`src/rtl/seq_divider_16.sv`:
```
// -----------------------------------------------------------------------------
// seq_divider_16
//   Iterative radix-2 restoring divider. One quotient bit is resolved per clock
//   with a (WIDTH+1)-bit trial subtraction, and operations use a start/done
//   handshake.
//
//   Optional build macro: SIGNED_DIV_EN
//     Undefined : unsigned operands, done 16 cycles after start is accepted.
//     Defined   : two's-complement operands, truncate-toward-zero results,
//                 one extra sign-correction cycle (FIX), done after 17 cycles.
//
// Ports
//   clk         rising-edge clock
//   rst         synchronous active-high reset
//   start       operation request, sampled only while busy = 0
//   dividend    numerator, captured on the accepting edge
//   divisor     denominator, captured on the accepting edge
//   busy        high from the accepting edge until done drops
//   done        one-cycle pulse when the results are valid
//   quotient    result, held until the next operation completes
//   remainder   result, held until the next operation completes
//   div_by_zero set with done when divisor == 0; updated on the accepting edge
// -----------------------------------------------------------------------------
module seq_divider_16 #(
  parameter int WIDTH = 16
) (
  input  logic             clk,
  input  logic             rst,
  input  logic             start,
  input  logic [WIDTH-1:0] dividend,
  input  logic [WIDTH-1:0] divisor,
  output logic             busy,
  output logic             done,
  output logic [WIDTH-1:0] quotient,
  output logic [WIDTH-1:0] remainder,
  output logic             div_by_zero
);

  localparam int CNT_W = $clog2(WIDTH + 1);

`ifdef SIGNED_DIV_EN
  typedef enum logic [1:0] {IDLE, RUN, FIX, FIN} state_t;
`else
  typedef enum logic [1:0] {IDLE, RUN, FIN} state_t;
`endif

  state_t           state_q;
  logic [CNT_W-1:0] cnt_q;
  logic [WIDTH-1:0] r_q;      // partial remainder
  logic [WIDTH-1:0] q_q;      // dividend shifting out, quotient shifting in
  logic [WIDTH-1:0] dvs_q;    // captured divisor (magnitude in signed builds)
  logic             busy_q;
  logic             done_q;
  logic [WIDTH-1:0] quo_q;
  logic [WIDTH-1:0] rem_q;
  logic             dbz_q;

`ifdef SIGNED_DIV_EN
  logic             neg_quo_q;  // operand signs differ
  logic             neg_rem_q;  // dividend negative

  function automatic logic [WIDTH-1:0] negate(input logic [WIDTH-1:0] v);
    return ~v + WIDTH'(1);
  endfunction

  // Magnitude of a two's-complement value; the most negative value maps to
  // 2^(WIDTH-1), which is still representable as an unsigned WIDTH-bit number.
  function automatic logic [WIDTH-1:0] magnitude(input logic signed [WIDTH-1:0] v);
    return v[WIDTH-1] ? negate(v) : v;
  endfunction
`endif

  // Trial subtraction: a borrow (MSB set) means the divisor did not fit.
  logic [WIDTH:0]   trial;
  logic [WIDTH-1:0] r_d;
  logic [WIDTH-1:0] q_d;

  always_comb begin
    trial = {r_q, q_q[WIDTH-1]} - {1'b0, dvs_q};
    r_d   = trial[WIDTH] ? {r_q[WIDTH-2:0], q_q[WIDTH-1]} : trial[WIDTH-1:0];
    q_d   = {q_q[WIDTH-2:0], ~trial[WIDTH]};
  end

  always_ff @(posedge clk) begin
    if (rst) begin
      state_q   <= IDLE;
      cnt_q     <= '0;
      r_q       <= '0;
      q_q       <= '0;
      dvs_q     <= '0;
      busy_q    <= 1'b0;
      done_q    <= 1'b0;
      quo_q     <= '0;
      rem_q     <= '0;
      dbz_q     <= 1'b0;
`ifdef SIGNED_DIV_EN
      neg_quo_q <= 1'b0;
      neg_rem_q <= 1'b0;
`endif
    end else begin
      case (state_q)
        // Accept: capture operands, or short-circuit a zero divisor.
        IDLE: begin
          done_q <= 1'b0;
          if (start) begin
            busy_q <= 1'b1;
            dbz_q  <= (divisor == '0);
            if (divisor == '0) begin
              quo_q   <= '1;
              rem_q   <= dividend;
              done_q  <= 1'b1;
              state_q <= FIN;
            end else begin
              cnt_q   <= CNT_W'(WIDTH);
              r_q     <= '0;
`ifdef SIGNED_DIV_EN
              q_q       <= magnitude(dividend);
              dvs_q     <= magnitude(divisor);
              neg_quo_q <= dividend[WIDTH-1] ^ divisor[WIDTH-1];
              neg_rem_q <= dividend[WIDTH-1];
`else
              q_q     <= dividend;
              dvs_q   <= divisor;
`endif
              state_q <= RUN;
            end
          end
        end
        // Iterate: one quotient bit per edge.
        RUN: begin
          r_q   <= r_d;
          q_q   <= q_d;
          cnt_q <= cnt_q - CNT_W'(1);
          if (cnt_q == CNT_W'(1)) begin
`ifdef SIGNED_DIV_EN
            state_q <= FIX;
`else
            quo_q   <= q_d;
            rem_q   <= r_d;
            done_q  <= 1'b1;
            state_q <= FIN;
`endif
          end
        end
`ifdef SIGNED_DIV_EN
        // Sign correction of the unsigned core result.
        FIX: begin
          quo_q   <= neg_quo_q ? negate(q_q) : q_q;
          rem_q   <= neg_rem_q ? negate(r_q) : r_q;
          done_q  <= 1'b1;
          state_q <= FIN;
        end
`endif
        // Done pulse cycle; release busy on the way back to IDLE.
        FIN: begin
          done_q  <= 1'b0;
          busy_q  <= 1'b0;
          state_q <= IDLE;
        end
        default: begin
          state_q <= IDLE;
        end
      endcase
    end
  end

  assign busy        = busy_q;
  assign done        = done_q;
  assign quotient    = quo_q;
  assign remainder   = rem_q;
  assign div_by_zero = dbz_q;

endmodule

```
`config.mk`:
```
export PLATFORM = sky130hd
export DESIGN_NAME = seq_divider_16
export DESIGN_NICKNAME = d
export VERILOG_FILES = /design/src/rtl/seq_divider_16.sv
export SDC_FILE = /design/constraint.sdc
export NUM_CORES = 1
export LEC_CHECK = 0
export CAP_MARGIN = 25
export CORE_MARGIN = 2
export CORE_UTILIZATION = 59
export DETAILED_ROUTE_END_ITERATION = 12
export PLACE_DENSITY = 0.84
export SYNTH_ARGS = -nofsm -noshare
export SYNTH_HDL_FRONTEND = slang
export SYNTH_SLANG_ARGS = --single-unit
export TNS_END_PERCENT = 1
```
`constraint.sdc`:
```
create_clock -name clk -period 4.3 [get_ports clk]
set_input_delay 0.86 -clock clk [delete_from_list [all_inputs] [get_ports clk]]
set_output_delay 0.86 -clock clk [all_outputs]
set_load 0.1 [all_outputs]
```
==> metrics.md <==
| Metric | Value |
|---|---|
| Internal Power | `1550 µW` |
| Max Slew Vio Count | `0` |
| Leak | `approximately 0.0021 µW` |
| Slew headroom | `about a third` |
| Tightest Pin Transition | `0.991 ns` |
| Die ar. | `between 8000 and 9000 µm²` |
| Final Skew | `around 0.014 ns` |
| CP max stage cell | `fa_1` |
| Core ar. | `between 7000 and 8000 µm²` |
| Power per cell area | `488 nW/µm²` |
| Final period util | `between 70 and 80%` |
| WP data required | `around 4.5 ns` |
| Inserted Clock Buffers | `9` |
| I/O pin count | `70` |
| Setup slack, reg-to-reg | `0.93 ns` |
| Hold Fails Final Rpt | `0` |
| CP Class | `reg2reg` |
| Share of cells above drive strength 1 | `between 4 and 5%` |
| Fin Setup TNS | `0 ns` |
| Startpoint types | `flop` |
| Routed wire length | `between 10000 and 15000 µm` |
| Clock root buffer | `clkbuf_8` |
| # diodes | `0` |
| Maximum vdd drop | `between 0.3 and 0.4 mV` |
| Clock power frac | `19.8%` |
| Global-route wire length before repair | `just under 20000 µm` |
| Main synth FF type | `dfxtp_1` |
| Vias/cell | `between 5 and 6` |
| # resized after CTS | `0` |
| Final min period | `~3.4 ns` |
| Hold_sp | `quotient[2]` |
| RSZ-0062 raised after global routing | `false` |
| CTS Hold Bufs | `0` |
| GPL Wtd Cong | `between 0.8 and 0.9` |
| Sw power | `roughly 1200 µW` |
| EDFF count, synth | `0` |
| Final Setup Violations | `0` |
| Commonest non-fill, non-tap cell in the layout | `dfxtp_1` |
| Area of the mapped netlist | `roughly 4700 µm²` |
| DPL Wire Length | `8780 µm` |
| FF-to-FF Start | `q_q[15]` |
| Net Sw Frac | `a little over two fifths` |
| GRT overflow | `0` |
| Die Wd | `93.1 µm` |
| Die H | `around 93 µm` |
| Initial Util | `approximately three fifths` |
| Sequential share of power | `between 30% and 40%` |
| CTS tree | `yes` |
| Reg2Reg Depth | `11` |
| Net Count, Synth | `643` |
| Sequential share of the synthesized area | `38.5%` |
| Commonest cells after routing, fill and taps aside | `dfxtp_1 (90), nand2_1 (83), clkdlybuf4s50_1 (68)` |
| Reg-to-Reg End | `remainder[11]` |
| Gate power share | `43.3%` |
| H-Tree Depth | `3` |
| Filler cells | `648` |
| Vias in the first global route | `roughly 4200` |
| CP Capture Type | `flop` |
| Reported max-cap violation count | `0` |
| Mapped Cells | `585` |
| Sequential cell area | `approximately 1800 µm²` |
| Post-synth ARST share | `0%` |
| Status | `complete, no violations` |
| Routed WL per cell | `16.3 µm` |
| Area of the multi-input gates | `around 2600 µm²` |
| Clock Latency Late Sink | `between 0.3 and 0.4 ns` |
| Placement Rows | `32` |
| Post-CTS Setup Repair Bufs | `0` |
| Synthesis-to-layout area growth | `19.3%` |
| DRT antenna net count | `0` |
| Vias post-DR | `between 4000 and 5000` |
| Hold depth | `2` |
| All-Layer GR Usage | `between 20% and 30%` |
| Hold Slack | `between 0.4 and 0.5 ns` |
| Nets | `approximately 700` |
| CP cell instances | `inv_1, ha_1, inv_1, fa_1, a211o_1, a211oi_2, nor4_2, mux2i_2, nand2_4, mux2i_1, a2111oi_0` |
| Max FO, Critical Path | `17` |
| Pin count of the biggest net entering global routing | `between 40 and 50` |
| Reg clk slew, reported paths | `0.10 ns` |
| Input/output buffers | `between 60 and 70` |
| # DRC | `0` |
| Initial antenna violation count | `0` |
| CTS Buffer Depth | `2` |
| Initial DRC count | `355` |
| Max Fclk | `slightly below 0.3 GHz` |
| CP peak stage delay | `0.44 ns` |
| Cell mode on critical path | `inv_1` |
| WHS Endpoint | `quotient[2]` |
| 1st-pass router iterations | `5` |
| Worst Hold Class | `reg2reg` |
| CP Data Arrival Time | `3.61 ns` |
| Mean post-synth cell area | `approximately 8 µm²` |
| Synth Warn # | `0` |
| #FFs+latches synth | `90` |
| Yosys cell types | `58` |
| # clock sinks | `90` |
[flip-flops by register name, summed over array words and instances (netlist names)]
name / cells
div_by_zero: 1
remainder: 16
quotient: 16
q_q: 16
state_q: 2
r_q: 16
done: 1
dvs_q: 16
cnt_q: 5
busy: 1
[synthesized netlist by cell type (6+ instances only)]
library cell  count  area, µm²
a21oi_1          67        335
nor2b_1           6       37.5
o21ai_0          47        235
inv_1            28        105
nor2_1           54        203
clkbuf_1         26       97.6
mux2i_1          24        240
and3_1           12       75.1
o22ai_1           8       50.1
ha_1             22        275
dfxtp_1          90       1800
xor2_1            6       52.6
a211oi_1         24        180
nand2_1          83        312
[worst max-delay path, delay by kind of cell (launching register included)]
| family | cells | cell delay (ns) |
|---|---|---|
| buffers and inverters | 2 | 0.13 |
| AND/OR/NAND/NOR | 2 | 0.38 |
| adder cells (fa/ha/maj) | 2 | 0.61 |
| multiplexers | 2 | 0.64 |
| AO/OA/AOI/OAI | 3 | 1.16 |
| flip-flops | 1 | 0.34 |
[power groups by stage]
stage	sequential (µW)	clock (µW)	combinational, µW
after floorplan	1230	0	689
after global placement	1020	0	1140
after detailed placement	1020	0	1160
after CTS	1000	542	1170
after global routing	1020	573	1280
final	1010	539	1180
[routing by layer]
| metal | routed length [µm] | global-route usage, % | part of all wire (%) |
|---|---|---|---|
| met5 | 0 | 0 | 0 |
| met4 | 280 | 11.5 | 2.3 |
| met3 | 589 | 3.87 | 4.9 |
| met2 | 5890 | 47.5 | 49 |
| met1 | 5370 | 37.9 | 44 |
[worst max path at each step]
| stage | start | endpoint | slack [ns] | cells past startpoint |
|---|---|---|---|---|
| 2_1_floorplan | q_q[15] | remainder[2] | 1.58 | 12 |
| 3_3_place_gp | divisor[7] | r_q[12] | 0.69 | 8 |
| 3_5_place_dp | divisor[7] | r_q[9] | 0.77 | 9 |
| 4_1_cts | q_q[15] | remainder[11] | 0.97 | 11 |
| 5_1_grt | q_q[15] | remainder[11] | 0.60 | 11 |
| 6_report | q_q[15] | remainder[11] | 0.93 | 11 |
[metrics by stage]
step           worst slack (ns)  std cells  utilization [%]  total power, µW  area, µm²
2_1_floorplan              1.58        585                -             1920       4680
3_3_place_gp              0.694        727             70.2             2160       5400
3_5_place_dp              0.769        728             70.3             2190       5410
4_1_cts                   0.970        743             72.6             2720       5580
5_1_grt                   0.596        743             72.6             2870       5580
6_report                  0.931        743             72.6             2730       5580
[layout make-up]
class	count	share of cell area, %
Multi-Input combinational cell	432	47.1
Clock inverter	6	0.919
Clock buffer	9	2.22
Timing Repair Buffer	76	13.3
Tap cell	102	2.29
Inverter	28	1.88
Sequential cell	90	32.3
[cells by family (layout without fill, tap and decap cells)]
| kind of cell | count (synthesis) | in the layout | synth area share [%] |
|---|---|---|---|
| AOI/OAI and AO/OA | 183 | 183 | 23.8 |
| xor gates and xnor gates | 11 | 11 | 2.06 |
| adders and majority gates | 23 | 23 | 6.31 |
| buffers and inverters | 63 | 119 | 5.35 |
| DFF | 90 | 90 | 38.5 |
| muxes | 26 | 26 | 5.67 |
| and+or+nand+nor | 189 | 189 | 18.3 |
Power figures use the tool's default switching activity.
==> variant, RTL diff (config.mk and constraints unchanged) <==
Set the parameter `WIDTH` to 8 (it was 16).
--- a/src/rtl/seq_divider_16.sv
+++ b/src/rtl/seq_divider_16.sv
@@ -23,5 +23,5 @@
 // -----------------------------------------------------------------------------
 module seq_divider_16 #(
-  parameter int WIDTH = 16
+  parameter int WIDTH = 8
 ) (
   input  logic             clk,
Interface: changed (resized dividend, divisor, quotient and remainder); port bits go from 70 to 38. No check against the original RTL was run, so the function may have changed too.
==> variant against the unedited design <==
- die area decreased by 41%
- sequential cell count decreased by 41
- wire length down 49%
- synthesized area shrank 43%
- via count is 44% lower
- design area shrank 44%
- power fell by 54%
- setup slack gained 100 ps
- highest routed layer unchanged
==> variant: results <==
export IMPL_worstPathArrival_ps=3470
export IMPL_internal_power_uw=763.5
export IMPL_dr_pass1_iters=4
export IMPL_placed_cells=407
export IMPL_synth_area_top_cells="dfxtp_1 (37%), ha_1 (6.6%), nor2_1 (5.8%), a21oi_1 (5.4%), mux2i_1 (4.1%)"
export IMPL_status="finished, final reports clean"
export IMPL_drive_gt1_frac=0.05234
export IMPL_row_count=24
export IMPL_worstHoldStart="quotient[4]"
export IMPL_ir_drop_mv=0.2174
export IMPL_clock_latency_ps=310
export IMPL_crit_fanout=21
export IMPL_p_leak_nw=1.139
export IMPL_place_gp_congestion=0.8830
export IMPL_grt_pass1_wl_um=10090
export IMPL_grt_pass1_vias=2175
export IMPL_r2r_end="r_q[3]"
export IMPL_whs_endpoint="quotient[4]"
export IMPL_htreeDepth=2
export IMPL_rrSetupSlack_ps=1380
export IMPL_synth_seq_area_share=0.3674
export IMPL_numCtsBuffers=5
export IMPL_critPathMaxStageDelay_ps=820
export IMPL_r2r_start="state_q[0]"
export IMPL_drt_initial_drc_count=289
-- variant: layout make-up --
class,count,area share
inverters,19,0.02281
clock inverters,3,0.007203
clock buffers,5,0.02201
repair buffers,40,0.1257
well taps,52,0.02081
multi-input cells,247,0.4878
flip-flops and latches,49,0.3137
-- variant: layer usage --
metal / up-vias / wire (µm) / part of all wire / global-route usage
li1: 1244 / - / - / -
met2: 75 / 2945 / 0.47 / 0.3889
met1: 1145 / 2838 / 0.46 / 0.3423
met4: 0 / 77 / 0.012 / 0.09015
met3: 9 / 360 / 0.058 / 0.05063
met5: - / 0 / 0 / 0
-- variant: metrics by stage --
| stage | hold WS, ps | power [mW] | area (µm²) | setup slack, ps |
|---|---|---|---|---|
| after floorplan | 444.7 | 0.8927 | 2670 | 1924 |
| after CTS | 458.0 | 1.255 | 3127 | 1075 |
| after global placement | 438.2 | 0.9709 | 3035 | 839.1 |
| final | 455.8 | 1.258 | 3127 | 1035 |
| after global routing | 478.4 | 1.319 | 3127 | 868.0 |
| after detailed placement | 444.8 | 0.9816 | 3035 | 729.6 |
-- variant: power by group through the flow --
stage          combinational, mW  sequential (mW)  clock [mW]
6_report                   0.460            0.517       0.281
3_5_place_dp               0.455            0.527           0
3_3_place_gp               0.445            0.526           0
4_1_cts                    0.456            0.517       0.283
2_1_floorplan              0.295            0.598           0
5_1_grt                    0.498            0.522       0.299
-- variant: worst max path at each step --
stage / start / endpoint / slack, ps / depth (start not counted)
5_1_grt: start / r_q[3] / 870 / 6
6_report: start / r_q[3] / 1040 / 6
4_1_cts: start / r_q[0] / 1080 / 6
3_5_place_dp: start / r_q[3] / 730 / 6
2_1_floorplan: q_q[7] / remainder[7] / 1920 / 11
3_3_place_gp: start / r_q[0] / 840 / 6
-- variant: cell families after synthesis --
kind of cell	count (synthesis)	synth area share
AOI/OAI and AO/OA	93	0.2170
xor gates and xnor gates	5	0.01640
adders and majority gates	15	0.07310
buffers and inverters	38	0.06138
DFF	49	0.3674
muxes	12	0.04686
and+or+nand+nor	122	0.2179
-- variant: worst reg2reg max path, stage by stage, from the launching register on --
cell,delay [ps]
dfxtp_1,340
inv_1,100
ha_1,330
nand2_1,100
a21oi_1,820
or2_1,670
nor2_1,190
a32o_1,250
